[src/rtl/force_sequencer.sv]
// force_sequencer: round-robin two-requester force sequencer over a registered value
module force_sequencer #(
   parameter int WIDTH = 8,
   parameter int CNT_W = 4
) (
   input  logic             clk,
   input  logic             rst_n,
   input  logic [WIDTH-1:0] d_in,
   input  logic [1:0]       req,
   input  logic [WIDTH-1:0] req_val0,
   input  logic [WIDTH-1:0] req_val1,
   input  logic [CNT_W-1:0] req_len0,
   input  logic [CNT_W-1:0] req_len1,
   input  logic             abort,
   output logic [1:0]       gnt,
   output logic [1:0]       done,
   output logic             forced,
   output logic             busy,
   output logic [WIDTH-1:0] q
);
   typedef enum logic [1:0] {IDLE, FORCE, RELEASE} state_t;
   state_t           state;
   logic [CNT_W-1:0] cnt;
   logic             owner;
   logic             last;
   logic             win;
   logic [WIDTH-1:0] sel_val;
   logic [CNT_W-1:0] sel_len;
   // pick the requester that was not served last when both ask, else the lone one
   always_comb begin
      win     = (req == 2'b11) ? ~last : req[1];
      sel_val = win ? req_val1 : req_val0;
      sel_len = win ? req_len1 : req_len0;
   end
   // sequencer state and all registered outputs
   always_ff @(posedge clk or negedge rst_n) begin
      if (!rst_n) begin
         state  <= IDLE;
         cnt    <= '0;
         owner  <= 1'b0;
         last   <= 1'b1;
         gnt    <= 2'b00;
         done   <= 2'b00;
         forced <= 1'b0;
         busy   <= 1'b0;
         q      <= '0;
      end else begin
         case (state)
            IDLE: begin
               done <= 2'b00;
               if (|req) begin
                  state  <= FORCE;
                  owner  <= win;
                  cnt    <= (sel_len == '0) ? CNT_W'(1) : sel_len;
                  gnt    <= win ? 2'b10 : 2'b01;
                  forced <= 1'b1;
                  busy   <= 1'b1;
                  q      <= sel_val;
               end else begin
                  gnt <= 2'b00;
                  q   <= d_in;
               end
            end
            FORCE: begin
               gnt <= 2'b00;
               cnt <= cnt - CNT_W'(1);
               if (cnt == CNT_W'(1) || abort) begin
                  state  <= RELEASE;
                  forced <= 1'b0;
                  done   <= owner ? 2'b10 : 2'b01;
                  last   <= owner;
                  q      <= d_in;
               end
            end
            RELEASE: begin
               state <= IDLE;
               done  <= 2'b00;
               busy  <= 1'b0;
               q     <= d_in;
            end
            default: state <= IDLE;
         endcase
      end
   end
endmodule

[config.mk]
export PLATFORM = sky130hd
export DESIGN_NAME = force_sequencer
export DESIGN_NICKNAME = d
export VERILOG_FILES = /design/src/rtl/force_sequencer.sv
export SDC_FILE = /design/constraint.sdc
export NUM_CORES = 1
export LEC_CHECK = 0
export CORE_UTILIZATION = 30
export CTS_CLUSTER_DIAMETER = 150
export DETAILED_ROUTE_END_ITERATION = 12
export GPL_TIMING_DRIVEN = 1
export SYNTH_ARGS = -nofsm -noshare
export SYNTH_HDL_FRONTEND = slang
export SYNTH_SLANG_ARGS = --single-unit
[constraint.sdc]
create_clock -name clk -period 3.8 [get_ports clk]
set_input_delay 0.76 -clock clk [delete_from_list [all_inputs] [get_ports clk]]
set_output_delay 0.76 -clock clk [all_outputs]
set_load 0.005 [all_outputs]
==> impl_metrics.json <==
{
  "status": "finished, final reports clean",
  "cts_tree": "done",
  "synth_area_per_cell_um2": 9.900,
  "crit_slowest_cell": "clkdlybuf4s50_1",
  "fill_cells": 403,
  "nets": 229,
  "drive_gt1_frac": 0.1135,
  "hold_slack_ns": 0.5044,
  "slew_violations": 0,
  "cp_num_buf_inv": 1,
  "final-hold-violation-count": 0,
  "end_kind": "flip-flop",
  "cp.required_ns": 3.95,
  "yosys_warnings": 0,
  "ys_types": 38,
  "cts_root_buf": "clkbuf_8",
  "clock_latency_ns": 0.26,
  "fin_crit_ns": 2.437,
  "post_dp_cell_area_um2": 1891,
  "crit_type": "in -> reg",
  "ys_seq_area_frac": 0.4068,
  "power.density_nw_per_um2": 712.5,
  "ctsHtreeMaxLevel": 1,
  "cts_hold_buf": 0,
  "grt_pass1_wl_mm": 5.409,
  "grt.total_usage": 0.1399,
  "io_buffers": 50,
  "ir_drop_mv": 0.4055,
  "dp_hpwl_mm": 2.530,
  "io_pins": 51,
  "firstDrtPassIters": 4,
  "vias": 1202,
  "die_y_um": 69.24,
  "clockBufferDepth": 2,
  "finalWeightedCongestion": 0.7859,
  "finalInstanceArea_um2": 1946,
  "worst_ep_arrival_time_ns": 2.58,
  "total_power_mw": 1.386,
  "syn_inst": 137,
  "drt_iter0_drc": 39,
  "die_area_um2": 4794,
  "crit_fanout": 15,
  "cts_setup_buffers": 0,
  "antenna_found_initial": 0,
  "worstMarginPinSlew_ns": 1.015,
  "synth_nets": 180,
  "post_drt_wl_per_cell_um": 13.78,
  "grt_max_degree": 23,
  "routed_wl_mm": 3.266,
  "setup-violations-final": 0,
  "leakage_nw": 0.8002,
  "crit_chain": "clkdlybuf4s50_1, nor3b_2, nor2_1, and3_1, a221o_1",
  "area_delta_synth_final_pct": 43.45,
  "cts_resized": 0,
  "final_util": 0.4468,
  "grt_pass1_vias": 1195,
  "clock_sinks": 22,
  "reg2reg_slack_ns": 1.70,
  "start_util": 0.3115,
  "finalSetupTns_ns": 0,
  "period_share": 0.6412,
  "cpLargestDelayFamily": "simple AND/OR/NAND/NOR gates",
  "core_um2": 4354,
  "cts.clk_slew.worst_paths_ns": 0.08,
  "synth_area_um2": 1356,
  "start_kind": "primary input",
  "max_stage_delay_ns": 0.73,
  "die_width_um": 69.24,
  "rsz0062_at_grt": "false",
  "hp-class": "reg -> reg",
  "cts_made_buffers": 3,
  "rows": 24,
  "ant_nets": 0,
  "diodes": 0,
  "slew_headroom": 0.3210,
  "drc": 0,
  "finalClockSkew_ns": 0.003536,
  "fmax_ghz": 0.4104,
  "ys_seq_elements": 22,
  "vias_per_cell": 5.072,
  "drv_cap": 0,
  "grt_overflow": 0
}
[state kept, by name (all words and copies together), names as in the netlist]
signal and flops:
busy 1, cnt 4, done 2, forced 1, gnt 2, last 1
owner 1, q 8, state 2
[area by class of cell]
type / instances / area (µm²) / share of cell area
clock buffer: 4 / 55.05 / 0.02830
timing repair buffer: 50 / 500.5 / 0.2572
sequential: 22 / 551.8 / 0.2836
tap: 52 / 65.06 / 0.03344
multi-input combinational: 103 / 750.7 / 0.3859
inverter: 6 / 22.52 / 0.01158
[synthesized netlist by cell type (all sizes together)]
| cell | instances | share of area |
|---|---|---|
| and3 | 1 | 0.0046 |
| mux2 | 9 | 0.075 |
| o2bb2ai | 1 | 0.0065 |
| a221oi | 1 | 0.011 |
| nor2b | 1 | 0.0046 |
| ha | 6 | 0.055 |
| dfstp | 1 | 0.019 |
| nand2 | 15 | 0.042 |
| a211oi | 2 | 0.015 |
| nor3b | 1 | 0.0092 |
| mux2i | 7 | 0.052 |
| a21boi | 1 | 0.014 |
| or2 | 2 | 0.0092 |
| inv | 6 | 0.017 |
| nor2 | 11 | 0.032 |
| and2 | 1 | 0.0046 |
| nand2b | 3 | 0.014 |
| buf | 6 | 0.023 |
| a32oi | 8 | 0.052 |
| a22o | 1 | 0.0065 |
| nor3 | 6 | 0.022 |
| nand3 | 1 | 0.0037 |
| o22a | 1 | 0.0065 |
| a221o | 1 | 0.0074 |
| o21ai | 12 | 0.044 |
| o22ai | 1 | 0.0046 |
| a21oi | 7 | 0.042 |
| dfrtp | 21 | 0.39 |
| o21bai | 2 | 0.011 |
| o21a | 1 | 0.0055 |
[logic make-up after synthesis]
kind of cell	share of synthesized area
fa+ha+maj	0.05535
buf+inv	0.03967
simple gates	0.1458
flops	0.4068
mux	0.1264
compound gates	0.2260
[cell usage in the layout, fill, tap and decap left out, types with 2 or more instances in the layout]
master,count
clkbuf_8,4
inv_1,6
ha_1,6
a32oi_1,8
nand2b_1,3
a21oi_1,5
nor3_1,6
o21ai_0,7
o21ai_1,5
mux2i_1,7
dfrtp_1,21
mux2_2,8
nor2_1,10
clkdlybuf4s50_1,50
nand2_1,15
o21bai_1,2
a21oi_4,2
[power breakdown]
group | internal (mW) | total [mW] | switching [mW]
Sequential | 0.355 | 0.441 | 0.0860
Combinational | 0.412 | 0.778 | 0.366
Clock | 0.0922 | 0.168 | 0.0753
Total | 0.859 | 1.39 | 0.527
[final timing paths]
check                         start  endpoint  cells past startpoint
min reg2reg                    q[6]      q[6]                      1
max                          req[0]    cnt[0]                      5
min in group asynchronous     rst_n   done[1]                      1
min                            q[6]      q[6]                      1
max reg2reg                state[1]    cnt[0]                      5
max in group asynchronous     rst_n    cnt[1]                      1
[through the flow]
step | setup slack [ns] | cells
5_1_grt | 1.300 | 237
4_1_cts | 1.395 | 237
6_report | 1.363 | 237
2_1_floorplan | 2.080 | 137
3_3_place_gp | 1.182 | 233
3_5_place_dp | 1.122 | 233
[layer usage]
metal | routed length (µm) | track usage
met3 | 142 | 0.02907
met2 | 1650 | 0.2438
met4 | 23 | 0.04989
met5 | 0 | 0
met1 | 1449 | 0.1694
(Power assumes the default switching activity.)
==> variant 1 (config.mk and constraints unchanged) <==
Re-encode `state_t` (3 states) as one-hot, 3 bits wide.
--- a/src/rtl/force_sequencer.sv
+++ b/src/rtl/force_sequencer.sv
@@ -19,5 +19,5 @@
    output logic [WIDTH-1:0] q
 );
-   typedef enum logic [1:0] {IDLE, FORCE, RELEASE} state_t;
+   typedef enum logic [2:0] {IDLE = 3'b001, FORCE = 3'b010, RELEASE = 3'b100} state_t;
    state_t           state;
    logic [CNT_W-1:0] cnt;
Function: same outputs for any inputs over 10 cycles, from zero or initial values and one cycle with rst_n low; not proved beyond that.
==> variant 1 against the original RTL <==
  * Sequential cell count grew 1
  * Sequential power grew 6.8%
  * Area after synthesis shrank 3.1%
  * Combinational power shrank 11%
  * Final area shrank 3.0%
  * Cell count shrank 7.6%
  * Worst setup slack gained 0.27 ns
  * Worst hold slack lost 0.0024 ns
  * Die area shrank 3.1%
  * Synthesized cell count shrank 12%
  * Total power shrank 4.7%
  * First-iteration DRC count grew 31%
  * Routed wire length grew 5.9%
  * Highest routed layer unchanged
==> variant 1: results (changes against the original RTL) <==
| Metric | Value |
|---|---|
| Status | `completed` |
| Sw Pwr | `0.000464 W (-12%)` |
| Netlist cell types | `40 (+5.3%)` |
| Footprint of the multi-input gates | `678 um^2 (-9.7%)` |
| Fin area | `1890 um^2 (-3.0%)` |
| Met1 Resource Use GR | `20.7% (+3.8 points)` |
| First-pass GRT wire length | `5500 um (+1.7%)` |
| RR Startpoint | `cnt[1]$_DFFE_PN0P_` |
| Final Skew | `0.00374 ns (+0.000201 ns)` |
| Largest net degree at the start of global routing | `24 (+4.3%)` |
| Crit path max-delay family | `compound AO/OA/AOI/OAI gates` |
| Grt met3 use | `2.50% (-0.41 points)` |
| Share of cells above drive strength 1 | `13.0% (+1.7 points)` |
| Global-route met2 utilization | `26.7% (+2.3 points)` |
| Slowest stage delay, CP | `0.50 ns (-0.23 ns)` |
| Peak supply drop | `0.000209 V (-49%)` |
| Final #Nets | `209 (-8.7%)` |
| Worst Hold Launch | `last$_DFFE_PN1P_` |
| Clk cell area share | `2.39% (-0.44 points)` |
| Total GRT Usage | `16.0% (+2.0 points)` |
| DPL Wire Length | `2570 um (+1.6%)` |
| Largest regs | `q x8, cnt x4, state x3` |
| Register area share after synthesis | `44.0% (+3.3 points)` |
| Slew margin rel. | `28.3% (-3.8 points)` |
| Place WS | `1.40 ns (+0.278 ns)` |
| DR iter-0 viols | `51 (+31%)` |
| Post-Syn Nets | `159 (-12%)` |
| Layout fillers | `399 (-0.99%)` |
| Placed Area | `1840 um^2 (-2.6%)` |
| Sequential share of cell area | `30.6% (+2.3 points)` |
| Met2 WL | `1720 um (+4.5%)` |
| Met3 WL post-DR | `128 um (-9.9%)` |
| Vias in the first global route | `1167 (-2.3%)` |
| Post-synth top cells | `dfrtp_1, mux2_4, nand2_1` |
| Seq cells | `23 (+4.5%)` |
| Tot Pwr | `0.00132 W (-4.7%)` |
| Largest cells by area after synthesis | `dfrtp_1, mux2_4, dfstp_2` |
| Final WL | `3460 um (+5.9%)` |
| Post-Syn Area per Cell | `10.9 um^2 (+11%)` |
| Comb_multi_in | `86 (-17%)` |
[variant 1: cells by family (layout without fill, tap and decap cells)]
group / Yosys count / in the layout / share of synthesized area (%)
XOR/XNOR: 1 / 1 / 0.667
AO/OA/AOI/OAI: 41 / 41 / 24.6
buffers and inverters: 11 / 60 / 4.38
flip-flops: 23 / 23 / 44.0
adder cells (fa/ha/maj): 2 / 2 / 1.90
multiplexers: 11 / 11 / 11.4
AND/OR/NAND/NOR: 31 / 31 / 13.0
[variant 1: path summary, 6_finish.rpt]
| kind | to | cells after the start | slack, ns |
|---|---|---|---|
| min in group asynchronous | busy$_DFFE_PN0P_ | 1 | 1.07 |
| setup / recovery | cnt[0]$_DFFE_PN0P_ | 5 | 1.63 |
| max in group asynchronous | cnt[2]$_DFFE_PN0P_ | 1 | 2.08 |
| hold / removal | last$_DFFE_PN1P_ | 2 | 0.50 |
| hold reg to reg | last$_DFFE_PN1P_ | 2 | 0.50 |
| setup reg to reg | q[2]$_DFFE_PN0P_ | 6 | 2.00 |
==> variant 2 (same flow settings) <==
Made on the original files. The parameter `CNT_W` goes from 4 to 5.
--- a/src/rtl/force_sequencer.sv
+++ b/src/rtl/force_sequencer.sv
@@ -2,5 +2,5 @@
 module force_sequencer #(
    parameter int WIDTH = 8,
-   parameter int CNT_W = 4
+   parameter int CNT_W = 5
 ) (
    input  logic             clk,
Ports: changed (resized req_len0 and req_len1); port bits go from 51 to 53. The function was not compared with the original's and may differ.
==> variant 2 against the original RTL <==
  * Via count up 23%
  * Sequential share of layout area is 2.5 points lower
  * Area after synthesis increased by 20%
  * Worst setup slack worse by 0.16 ns
  * Non-clock buffer count grew 3
  * Final area grew 15%
  * Sequential cell count rose by 1
  * Global-route usage increased by 1.5 points
  * Total power is 12% higher
  * Cell count is 25% higher
  * Routed wire length rose by 27%
  * Critical path type unchanged
  * Highest routed layer unchanged
==> variant 2: results (changes against the original RTL) <==
| Metric | Value |
|---|---|
| Status | `completed` |
| LEAKAGE | `0.917 nW (+15%)` |
| DPL Wire Length | `3160 um (+25%)` |
| CTS H-tree lvls | `1 (unchanged)` |
| Worst Hold Class | `register to register` |
| Root buf cell | `clkbuf_8` |
| Register area share after synthesis | `35.4% (-5.2 points)` |
| Worst Hold Launch | `q[2]$_DFFE_PN0P_` |
| Final #Nets | `273 (+19%)` |
| Final WL | `4160 um (+27%)` |
| Vias per inst | `4.98 (-1.8%)` |
| Yosys warns | `0 (unchanged)` |
| Vias in the first global route | `1408 (+18%)` |
| Post-Syn Nets | `225 (+25%)` |
| RR Startpoint | `state[1]$_DFFE_PN0P_` |
| Peak supply drop | `0.000271 V (-33%)` |
| CTS resizes | `0 (unchanged)` |
| IO buf count | `52 (+4.0%)` |
| Initial antenna violation count | `0 (unchanged)` |
| CP max FO | `13 (-2)` |
| Slew margin rel. | `27.1% (-5.0 points)` |
| DR iter-0 viols | `59 (+51%)` |
| First-pass GRT wire length | `6620 um (+22%)` |
| CTS Buf Count | `3 (unchanged)` |
| Share of cells above drive strength 1 | `10.2% (-1.2 points)` |
| N_diodes | `0 (unchanged)` |
| Arr. time, crit path | `2.74 ns (+0.16 ns)` |
| Residual DRC | `0 (unchanged)` |
| Worst R2R Setup Slack | `1.46 ns (-0.24 ns)` |
| Int Pwr | `0.000916 W (+6.6%)` |
| Total GRT Usage | `15.5% (+1.5 points)` |
| CP Launch Point | `req[1]` |
| Clk buf depth | `2 (unchanged)` |
| Routability cong. | `0.777 (-1.2%)` |
| Final Skew | `0.00495 ns (+0.00142 ns)` |
| Largest net degree at the start of global routing | `24 (+4.3%)` |
| Clock Latency Late Sink | `around 0.27 ns` |
| Largest regs | `q x8, cnt x5` |
| Detailed Routing Iterations Pass 1 | `4 (unchanged)` |
| Placed Area | `2190 um^2 (+16%)` |
| Area Overhead vs Synth | `37.2%` |
| Largest cells by area after synthesis | `dfrtp_1, ha_1, o41ai_2` |
| Netlist cell types | `47 (+24%)` |
| Ys async rst share | `100% (unchanged)` |
| Ys flop type | `dfrtp_1` |
| Post-synth top cells | `dfrtp_1, nor2_1, nand2_1` |
| Post-CTS Setup Repair Bufs | `0 (unchanged)` |
| Clock transition at path regs | `0.08 ns (about the same)` |
[variant 2: final timing paths]
check                                             to  cells past startpoint
worst max-delay path              cnt[1]$_DFFE_PN0P_                      5
worst min-delay path                q[2]$_DFFE_PN0P_                      2
worst max register to register      q[1]$_DFFE_PN0P_                      6
worst min register to register      q[2]$_DFFE_PN0P_                      2
max in group asynchronous       state[1]$_DFFE_PN0P_                      1
min in group asynchronous         cnt[1]$_DFFE_PN0P_                      1
[variant 2: power groups by stage]
stage,Combinational (W),Clock (W),Sequential [W]
2_1_floorplan,0.000638,0,0.000466
3_3_place_gp,0.000915,0,0.000480
3_5_place_dp,0.000922,0,0.000481
4_1_cts,0.000929,0.000162,0.000477
5_1_grt,0.00103,0.000171,0.000499
6_report,0.000922,0.000155,0.000478
[variant 2: area by class of cell]
class,instances,area (um^2)
inverter,15,56.3
tap,70,87.6
timing repair buffer,53,528
clock buffer,4,45.0
multi-input combinational,131,940
fill,510,2940
sequential,23,577
[variant 2: critical path, stage by stage]
cell and delay, ns:
clkdlybuf4s50_1 0.72, a21boi_2 0.61, mux2_1 0.39, o211ai_1 0.15, o21ai_0 0.10
[variant 2: cell families (layout without fill, tap and decap cells)]
logic type / count (synthesis) / in the layout / share of synthesized area (%)
compound gates: 57 / 57 / 29.6
fa+ha+maj: 7 / 7 / 5.38
buf+inv: 25 / 72 / 6.84
flops: 23 / 23 / 35.4
mux: 4 / 4 / 2.92
simple gates: 63 / 63 / 19.8
[variant 2: per-stage QoR]
| stage | total power, W | setup slack (ns) | cells | utilization (%) | hold WS, ns |
|---|---|---|---|---|---|
| floorplan | 0.00110 | 1.99 | 179 | - | 0.464 |
| global placement | 0.00140 | 0.971 | 292 | 42.3 | 0.460 |
| detailed placement | 0.00140 | 0.928 | 292 | 42.3 | 0.465 |
| CTS | 0.00157 | 1.21 | 296 | 43.2 | 0.485 |
| global route | 0.00170 | 1.13 | 296 | 43.2 | 0.519 |
| finish | 0.00155 | 1.20 | 296 | 43.2 | 0.483 |
[variant 2: metal layers]
layer	wire length, um	vias up	track usage (%)
met1	1920	695	21.1
li1	-	744	-
met2	2040	33	25.5
met4	34	0	3.09
met3	168	2	3.17
met5	0	-	0
